### src/rtl/mult.sv
// mult: sequential shift-add 32x32->64 multiplier (MULT/MULTU), one multiplier bit per clock.
// Define MULT_EARLY_EXIT_EN to leave CALC once the remaining multiplier bits are all zero.
module mult (
  input  logic        clk,
  input  logic        mulrst,
  input  logic        start,
  input  logic [31:0] a,
  input  logic [31:0] b,
  input  logic        signmul,
  output logic [31:0] hi,
  output logic [31:0] lo,
  output logic        busy,
  output logic        done
);
  typedef enum logic [1:0] {IDLE, CALC, FIX, DONE} state_t;
  state_t      state_q, state_d;
  logic [63:0] acc_q, mcand_q;
  logic [31:0] mb_q;
  logic [4:0]  cnt_q;
  logic        neg_q;
  logic        accept, last;
  logic [31:0] ma, mbv;
  logic [63:0] sum, res;
  always_comb begin
    accept  = start & (state_q == IDLE || state_q == DONE);
    ma      = (signmul & a[31]) ? -a : a;
    mbv     = (signmul & b[31]) ? -b : b;
    sum     = mb_q[0] ? acc_q + mcand_q : acc_q;
    res     = neg_q ? -acc_q : acc_q;
`ifdef MULT_EARLY_EXIT_EN
    last    = (cnt_q == 5'd31) || (mb_q[31:1] == 31'd0);
`else
    last    = cnt_q == 5'd31;
`endif
    state_d = accept ? CALC :
              state_q == CALC ? (last ? FIX : CALC) :
              state_q == FIX  ? DONE : IDLE;
    busy    = state_q == CALC || state_q == FIX;
    done    = state_q == DONE;
  end
  always_ff @(posedge clk) begin
    if (mulrst) begin
      state_q <= IDLE;
      acc_q   <= '0;
      mcand_q <= '0;
      mb_q    <= '0;
      cnt_q   <= '0;
      neg_q   <= 1'b0;
      hi      <= '0;
      lo      <= '0;
    end else begin
      state_q <= state_d;
      if (accept) begin
        acc_q   <= '0;
        cnt_q   <= '0;
        mcand_q <= {32'b0, ma};
        mb_q    <= mbv;
        neg_q   <= signmul & (a[31] ^ b[31]);
      end else if (state_q == CALC) begin
        acc_q   <= sum;
        mcand_q <= mcand_q << 1;
        mb_q    <= mb_q >> 1;
        cnt_q   <= cnt_q + 5'd1;
      end else if (state_q == FIX) begin
        acc_q    <= res;
        {hi, lo} <= res;
      end
    end
  end
endmodule

### config.mk
export PLATFORM = sky130hd
export DESIGN_NAME = mult
export DESIGN_NICKNAME = d
export VERILOG_FILES = /design/src/rtl/mult.sv
export SDC_FILE = /design/constraint.sdc
export NUM_CORES = 1
export LEC_CHECK = 0
export ABC_AREA = 1
export CAP_MARGIN = 20
export CORE_MARGIN = 2
export CORE_UTILIZATION = 35
export DETAILED_ROUTE_END_ITERATION = 6
export GPL_TIMING_DRIVEN = 0
export MAX_ROUTING_LAYER = met4
export PLACE_DENSITY = 0.58
export SYNTH_ARGS = -nofsm -noshare
export SYNTH_HDL_FRONTEND = slang
export SYNTH_SLANG_ARGS = --single-unit
### constraint.sdc
create_clock -name clk -period 4 [get_ports clk]
set_input_delay 0.8 -clock clk [delete_from_list [all_inputs] [get_ports clk]]
set_output_delay 0.8 -clock clk [all_outputs]
set_load 0.005 [all_outputs]
==> impl_metrics.yaml, run 1 <==
run_status:
  status: "finished, final reports clean"
synth:
  synth_seq_area_share_pct: 24.5
  synth_most_common_cell: "nand2_1"
  synth-edff-count: 0
  synth_area_leaders: "dfxtp_1 24%, nand2_1 19%, inv_1 8.9%"
  ys_seq_elements: 232
  synth.top_cell.area_share_pct: 24.5
  synth_xor_area_share_pct: 4.38
  synth_common_cells: "974 x nand2_1, 449 x inv_1, 401 x nor2_1"
  synth_flop_cell: "dfxtp_1"
  synth_top_family_by_area: "simple AND/OR/NAND/NOR gates"
  synth.area.mux_share_pct: 0
  synth-compound-area-share_pct: 16.4
  synthesis.nets: 3409
  syn_avg_cell_area_um2: 5.80
  synth_cell_type_count: 55
  netlist_instances: 3269
  async_reset_ff_share_pct: 0
  synth_area_mm2: 0.0190
  synth-simple-area-share_pct: 38.5
  synthAdderAreaFrac_pct: 4.79
  ys_warn_count: 0
  synth_top_area_cell: "dfxtp_1"
detailed_routing:
  vias_per_cell: 5.06
  drt-initial-drc-count: 1786
  wl_per_cell_um: 18.2
  postRouteAntennaNets: 0
  drc: 0
  vias: 21000
  routed_wl_um: 75500
  first_pass_iters: 5
worst_setup_path:
  r2r_slack_ns: 1.03
  cp_max_fo: 10
  path_class: "flop to flop"
  worstPathArrival_ns: 3.46
  start_kind: "flop"
  cp-end-kind: "flop"
  worstPathRequired_ns: 4.49
  rr_worst_depth: 9
clock_tree:
  htree_levels: 1
  clk_pin_slew_ns: 0.06
  cts_sinks: 232
  ctsRootBufferMaster: "clkbuf_16"
  post_cts_buffers: 0
  numCtsBuffers: 30
  cts_tree: "done"
  clk_latency_ns: 0.60
  cts_resized: 0
  clk_path_buf_depth: 3
  hold_buffers: 0
timing:
  hold_viol: 0
  worstMarginPinSlew_ns: 1.03
  slew_violations: 0
  timing.hold.ws_ns: 0.463
  post-route-period-util_pct: 74.3
  fin_skew_ns: 0.0198
  setup_violations: 0
  rsz0062_at_grt: "no"
  relSlewSlack_pct: 31.6
  max_freq_ghz: 0.337
  finalSetupTns_ns: 0
  setup_ws_ns: 1.03
  min_period_ns: 2.97
die:
  dieArea_mm2: 0.0561
  core_mm2: 0.0537
  ios: 134
  die_x_um: 237
  die_y_um: 237
  rows: 85
  initial_utilization_pct: 35.3
placement:
  port_buffers: 132
  dpl.cell_count: 4097
  place_ws_ns: 0.804
  hpwl_um: 63000
  place.gp.congestion: 0.974
pwr:
  leakagePower_nw: 11.0
  ir_drop_uv: 329
  p_per_area_mw_per_mm2: 307
finish:
  final_nets: 3573
  drive_above_1_share_pct: 4.89
  antenna_cells: 0
  post-route-util_pct: 41.3
  synthToLayoutAreaGrowth_pct: 17.1
  stdcell_count: 4153
grt:
  grt_overflow: 0
  grt_antenna_before_repair: 1
  grt_pass1_wl_um: 115000
  grt_usage_pct: 27.4
  grt_max_degree: 17
  grt_pass1_vias: 19600
hold_path:
  min_path_type: "flop to flop"
  whs_path_depth: 2
run:
  max-cap-violations: 0
==> cells by family (layout without fill, tap and decap cells) <==
group | Yosys count | after routing
fa+ha+maj | 72 | 72
xor+xnor | 94 | 94
buf+inv | 574 | 762
simple gates | 1722 | 1722
compound gates | 575 | 575
flops | 232 | 232
==> worst max-delay path: stages (launching register included) <==
cell	delay, ns
dfxtp_1	0.36
inv_1	0.06
ha_1	0.22
buf_4	0.20
inv_1	0.07
clkbuf_1	0.76
clkbuf_1	0.59
o21ai_0	0.28
o21ai_0	0.24
inv_1	0.05
==> state kept, by name, indices dropped and copies added (netlist names) <==
signal	cells
state_q	2
hi	32
mb_q	32
mcand_q	64
lo	32
neg_q	1
cnt_q	5
acc_q	64
==> metal layers <==
layer  routed length, um  global-route usage (%)
met5                   0                       -
met4                2890                    9.42
met3                4910                    2.66
met2               32200                    42.0
met1               35400                    37.6
==> path summary, 6_finish.rpt <==
path / start / endpoint
max reg2reg: state_q[1] / state_q[0]
max: state_q[1] / state_q[0]
min: mb_q[26] / mb_q[26]
min reg2reg: mb_q[26] / mb_q[26]
==> per-stage QoR <==
step / area, um2 / power [W]
after floorplan: 19000 / 0.00343
after global placement: 21200 / 0.00400
after detailed placement: 21200 / 0.00400
after CTS: 22200 / 0.00682
after global routing: 22200 / 0.00711
final: 22200 / 0.00682
==> power by group <==
part | internal (W) | switching, W | total [W] | leakage (nW)
logic | 0.000456 | 0.00103 | 0.00149 | 8.65
registers | 0.00239 | 0.000101 | 0.00249 | 1.88
clock network | 0.00167 | 0.00117 | 0.00284 | 0.511
==> placed cells by master (no fill, tap or decap), types with 3 or more instances in the layout <==
cell type        synthesis  layout
xnor2_1                 18      18
o211ai_1                25      25
o31ai_1                  4       4
buf_1                   19      19
a21oi_1                264     264
nand4_1                 28      28
o221ai_1                11      11
clkbuf_1                74      78
ha_1                    71      71
bufinv_16                0       3
dfxtp_1                232     232
clkinv_4                 0       4
nor2_1                 401     401
inv_2                   10      10
clkbuf_16                0      30
buf_2                   20      20
xor2_1                  75      75
o21ai_1                 11      11
o21bai_1                21      21
nand3b_1                22      22
clkinv_2                 0       5
nand3_1                173     173
o21ai_0                220     220
a31oi_1                  5       5
inv_6                    0       4
nor3_1                  33      33
nor2_4                   8       8
nand3_2                 10      10
clkdlybuf4s50_1          0     132
nand2_1                974     974
nand2_2                 18      18
nor3_2                   3       3
or2_2                    3       3
clkbuf_8                 0       4
nor2_2                  26      26
and2_1                   3       3
a21oi_2                  5       5
inv_1                  449     449
==> cell type report <==
type	count	area [um2]
plain buffers	114	457
clock buffers	38	821
clock inverters	18	223
fillers	5945	31500
inverters	460	1730
multi-input cells	2463	12100
flip-flops and latches	232	4640
well taps	696	871
repair buffers	132	1320
(Power assumes the default switching activity.)
==> run 2, diff against run 1 <==
==> constraint.sdc (replaced) <==
create_clock -name clk -period 2.8 [get_ports clk]
set_input_delay 0.56 -clock clk [delete_from_list [all_inputs] [get_ports clk]]
set_output_delay 0.56 -clock clk [all_outputs]
set_load 0.005 [all_outputs]
==> run 2 against run 1 <==
  * Clock skew decreased by 0.0049 ns
  * Utilization about the same
  * Cell area barely moved
  * Global-route usage hardly changed
  * Final cell count unchanged
  * Worst setup slack got worse by 0.95 ns
  * Die area unchanged
  * Worst hold slack is essentially flat
  * Highest routed layer unchanged
==> impl_metrics.yaml, run 2 (synthesis gave the netlist of run 1 again) <==
grt:
  grt_use_met2_pct: 42.0
  grt_overflow: 0
  met1_usage_pct: 37.6
  grt_pass1_wl_um: 115000
  grt_pass1_vias: 19600
  busiest_layer: "met2"
  grt.met3_usage_pct: 2.66
  grt_antenna_before_repair: 1
  grt_max_degree: 17
  grt_usage_pct: 27.4
hold_path:
  whs_path_depth: 2
  min_path_type: "flop to flop"
  min_from: "mb_q[26]"
  min_to: "mb_q[26]"
finish:
  drive_above_1_share_pct: 4.89
  synthToLayoutAreaGrowth_pct: 17.1
  final_cell_mix: "974 x nand2_1, 449 x inv_1, 401 x nor2_1"
  finalInstanceArea_mm2: 0.0222
  nFillCells: 5949
  largest_registers: "acc_q (64), mcand_q (64)"
  layout_commonest_cell: "nand2_1"
  final_nets: 3572
die:
  rows: 85
  initial_utilization_pct: 35.3
  dieArea_mm2: 0.0561
  ios: 134
  die_y_um: 237
  core_mm2: 0.0537
  die_x_um: 237
clock_tree:
  cts_tree: "done"
  clk_latency_ns: 0.60
  post_cts_buffers: 0
  clk_path_buf_depth: 3
  numCtsBuffers: 30
  clk_pin_slew_ns: 0.06
  cts_sinks: 232
  ctsRootBufferMaster: "clkbuf_16"
  htree_levels: 1
timing:
  finalSetupTns_ns: 0
  setup_violations: 0
  min_period_ns: 2.72
  post-route-period-util_pct: 97.3
  rsz0062_at_grt: "no"
  slew_violations: 0
  max_freq_ghz: 0.367
  relSlewSlack_pct: 31.9
  hold_viol: 0
  worstMarginPinSlew_ns: 1.02
  fin_skew_ns: 0.0148
worst_setup_path:
  worstPathRequired_ns: 3.34
  start_kind: "flop"
  slowest_delay_ns: 0.75
  reg2reg_from: "state_q[0]"
  worst-path-buf-inv: 4
  r2r_slack_ns: 0.08
  rr_worst_depth: 8
  cp_max_fo: 10
  crit_top_cell: "inv_1"
  cpLargestDelayFamily: "buffers and inverters"
  cp-end-kind: "flop"
  path_class: "flop to flop"
  crit_chain: "inv_1 > ha_1 > nand2_1 > inv_1 > buf_2 > clkdlybuf4s15_1 > o2111ai_1 > a21oi_1"
  reg2reg_to: "mb_q[31]"
  worstPathArrival_ns: 3.26
  slowest_stage: "clkdlybuf4s15_1"
pwr:
  leakagePower_nw: 11.0
  p_per_area_mw_per_mm2: 438
  ir_drop_uv: 463
placement:
  hpwl_um: 63000
  place.gp.congestion: 0.974
  port_buffers: 132
  dpl_cell_area_mm2: 0.0212
detailed_routing:
  drt-initial-drc-count: 1852
  postRouteAntennaNets: 0
  drc: 0
  wl_per_cell_um: 18.2
  routed_wl_um: 75500
  vias: 21000
  vias_per_cell: 5.07
  first_pass_iters: 5
run_status:
  status: "finished, final reports clean"
run:
  max-cap-violations: 0
## run 2: stage by stage
| stage | total power [W] | utilization [%] | hold WS (ns) | instances | worst slack, ns |
|---|---|---|---|---|---|
| 3_3_place_gp | 0.00571 | 39.4 | 0.455 | 4097 | -0.149 |
| 3_5_place_dp | 0.00571 | 39.4 | 0.456 | 4097 | -0.156 |
| 5_1_grt | 0.0102 | 41.3 | 0.481 | 4152 | 0.00805 |
| 4_1_cts | 0.00975 | 41.3 | 0.465 | 4152 | 0.0946 |
| 6_report | 0.00972 | 41.3 | 0.463 | 4153 | 0.0766 |
| 2_1_floorplan | 0.00490 | - | 0.445 | 3269 | 0.822 |
## run 2: worst reg2reg max path, cell delays in order, from the launching register on
cell and delay (ns):
dfxtp_1 0.36, inv_1 0.06, ha_1 0.38, nand2_1 0.15, inv_1 0.12, buf_2 0.26, clkdlybuf4s15_1 0.75, o2111ai_1 0.39
a21oi_1 0.20
## run 2: repair_timing
item                       4_1_cts  5_1_grt
hold buffers                     0        0
resized for setup                0        1
setup endpoints to repair        1        1
## run 2: metal layers
layer  vias to the layer above  part of all wire, %  routed length [um]
met1                      9477                   47               35300
met5                         -                    0                   0
met2                       716                   43               32200
li1                      10700                    -                   -
met3                       119                  6.7                5090
met4                         0                  3.8                2890
## run 2: area by class of cell
type	instances	area, um2	share of cell area [%]
diodes	1	2.50	0.0113
well taps	696	871	3.92
repair buffers	132	1320	5.95
plain buffers	113	459	2.07
flip-flops and latches	232	4640	20.9
clock inverters	18	223	1.00
clock buffers	38	821	3.70
inverters	460	1730	7.78
multi-input cells	2463	12100	54.7
## run 2: power breakdown
| group | switching, W | internal [W] | total, W |
|---|---|---|---|
| logic | 0.00147 | 0.000652 | 0.00213 |
| registers | 0.000146 | 0.00341 | 0.00356 |
| clock network | 0.00166 | 0.00238 | 0.00404 |
| total | 0.00328 | 0.00645 | 0.00972 |
## run 2: worst max path at each step
stage                           from  depth (start not counted)   endpoint  slack, ns
final                     state_q[0]                          8   mb_q[31]       0.08
after global placement         start                          7   mb_q[31]      -0.15
after CTS                 state_q[0]                          8   mb_q[31]       0.09
after floorplan                 b[0]                         12   mb_q[26]       0.82
after global routing       acc_q[46]                         11  acc_q[57]      0.008
after detailed placement       start                          7   mb_q[31]      -0.16
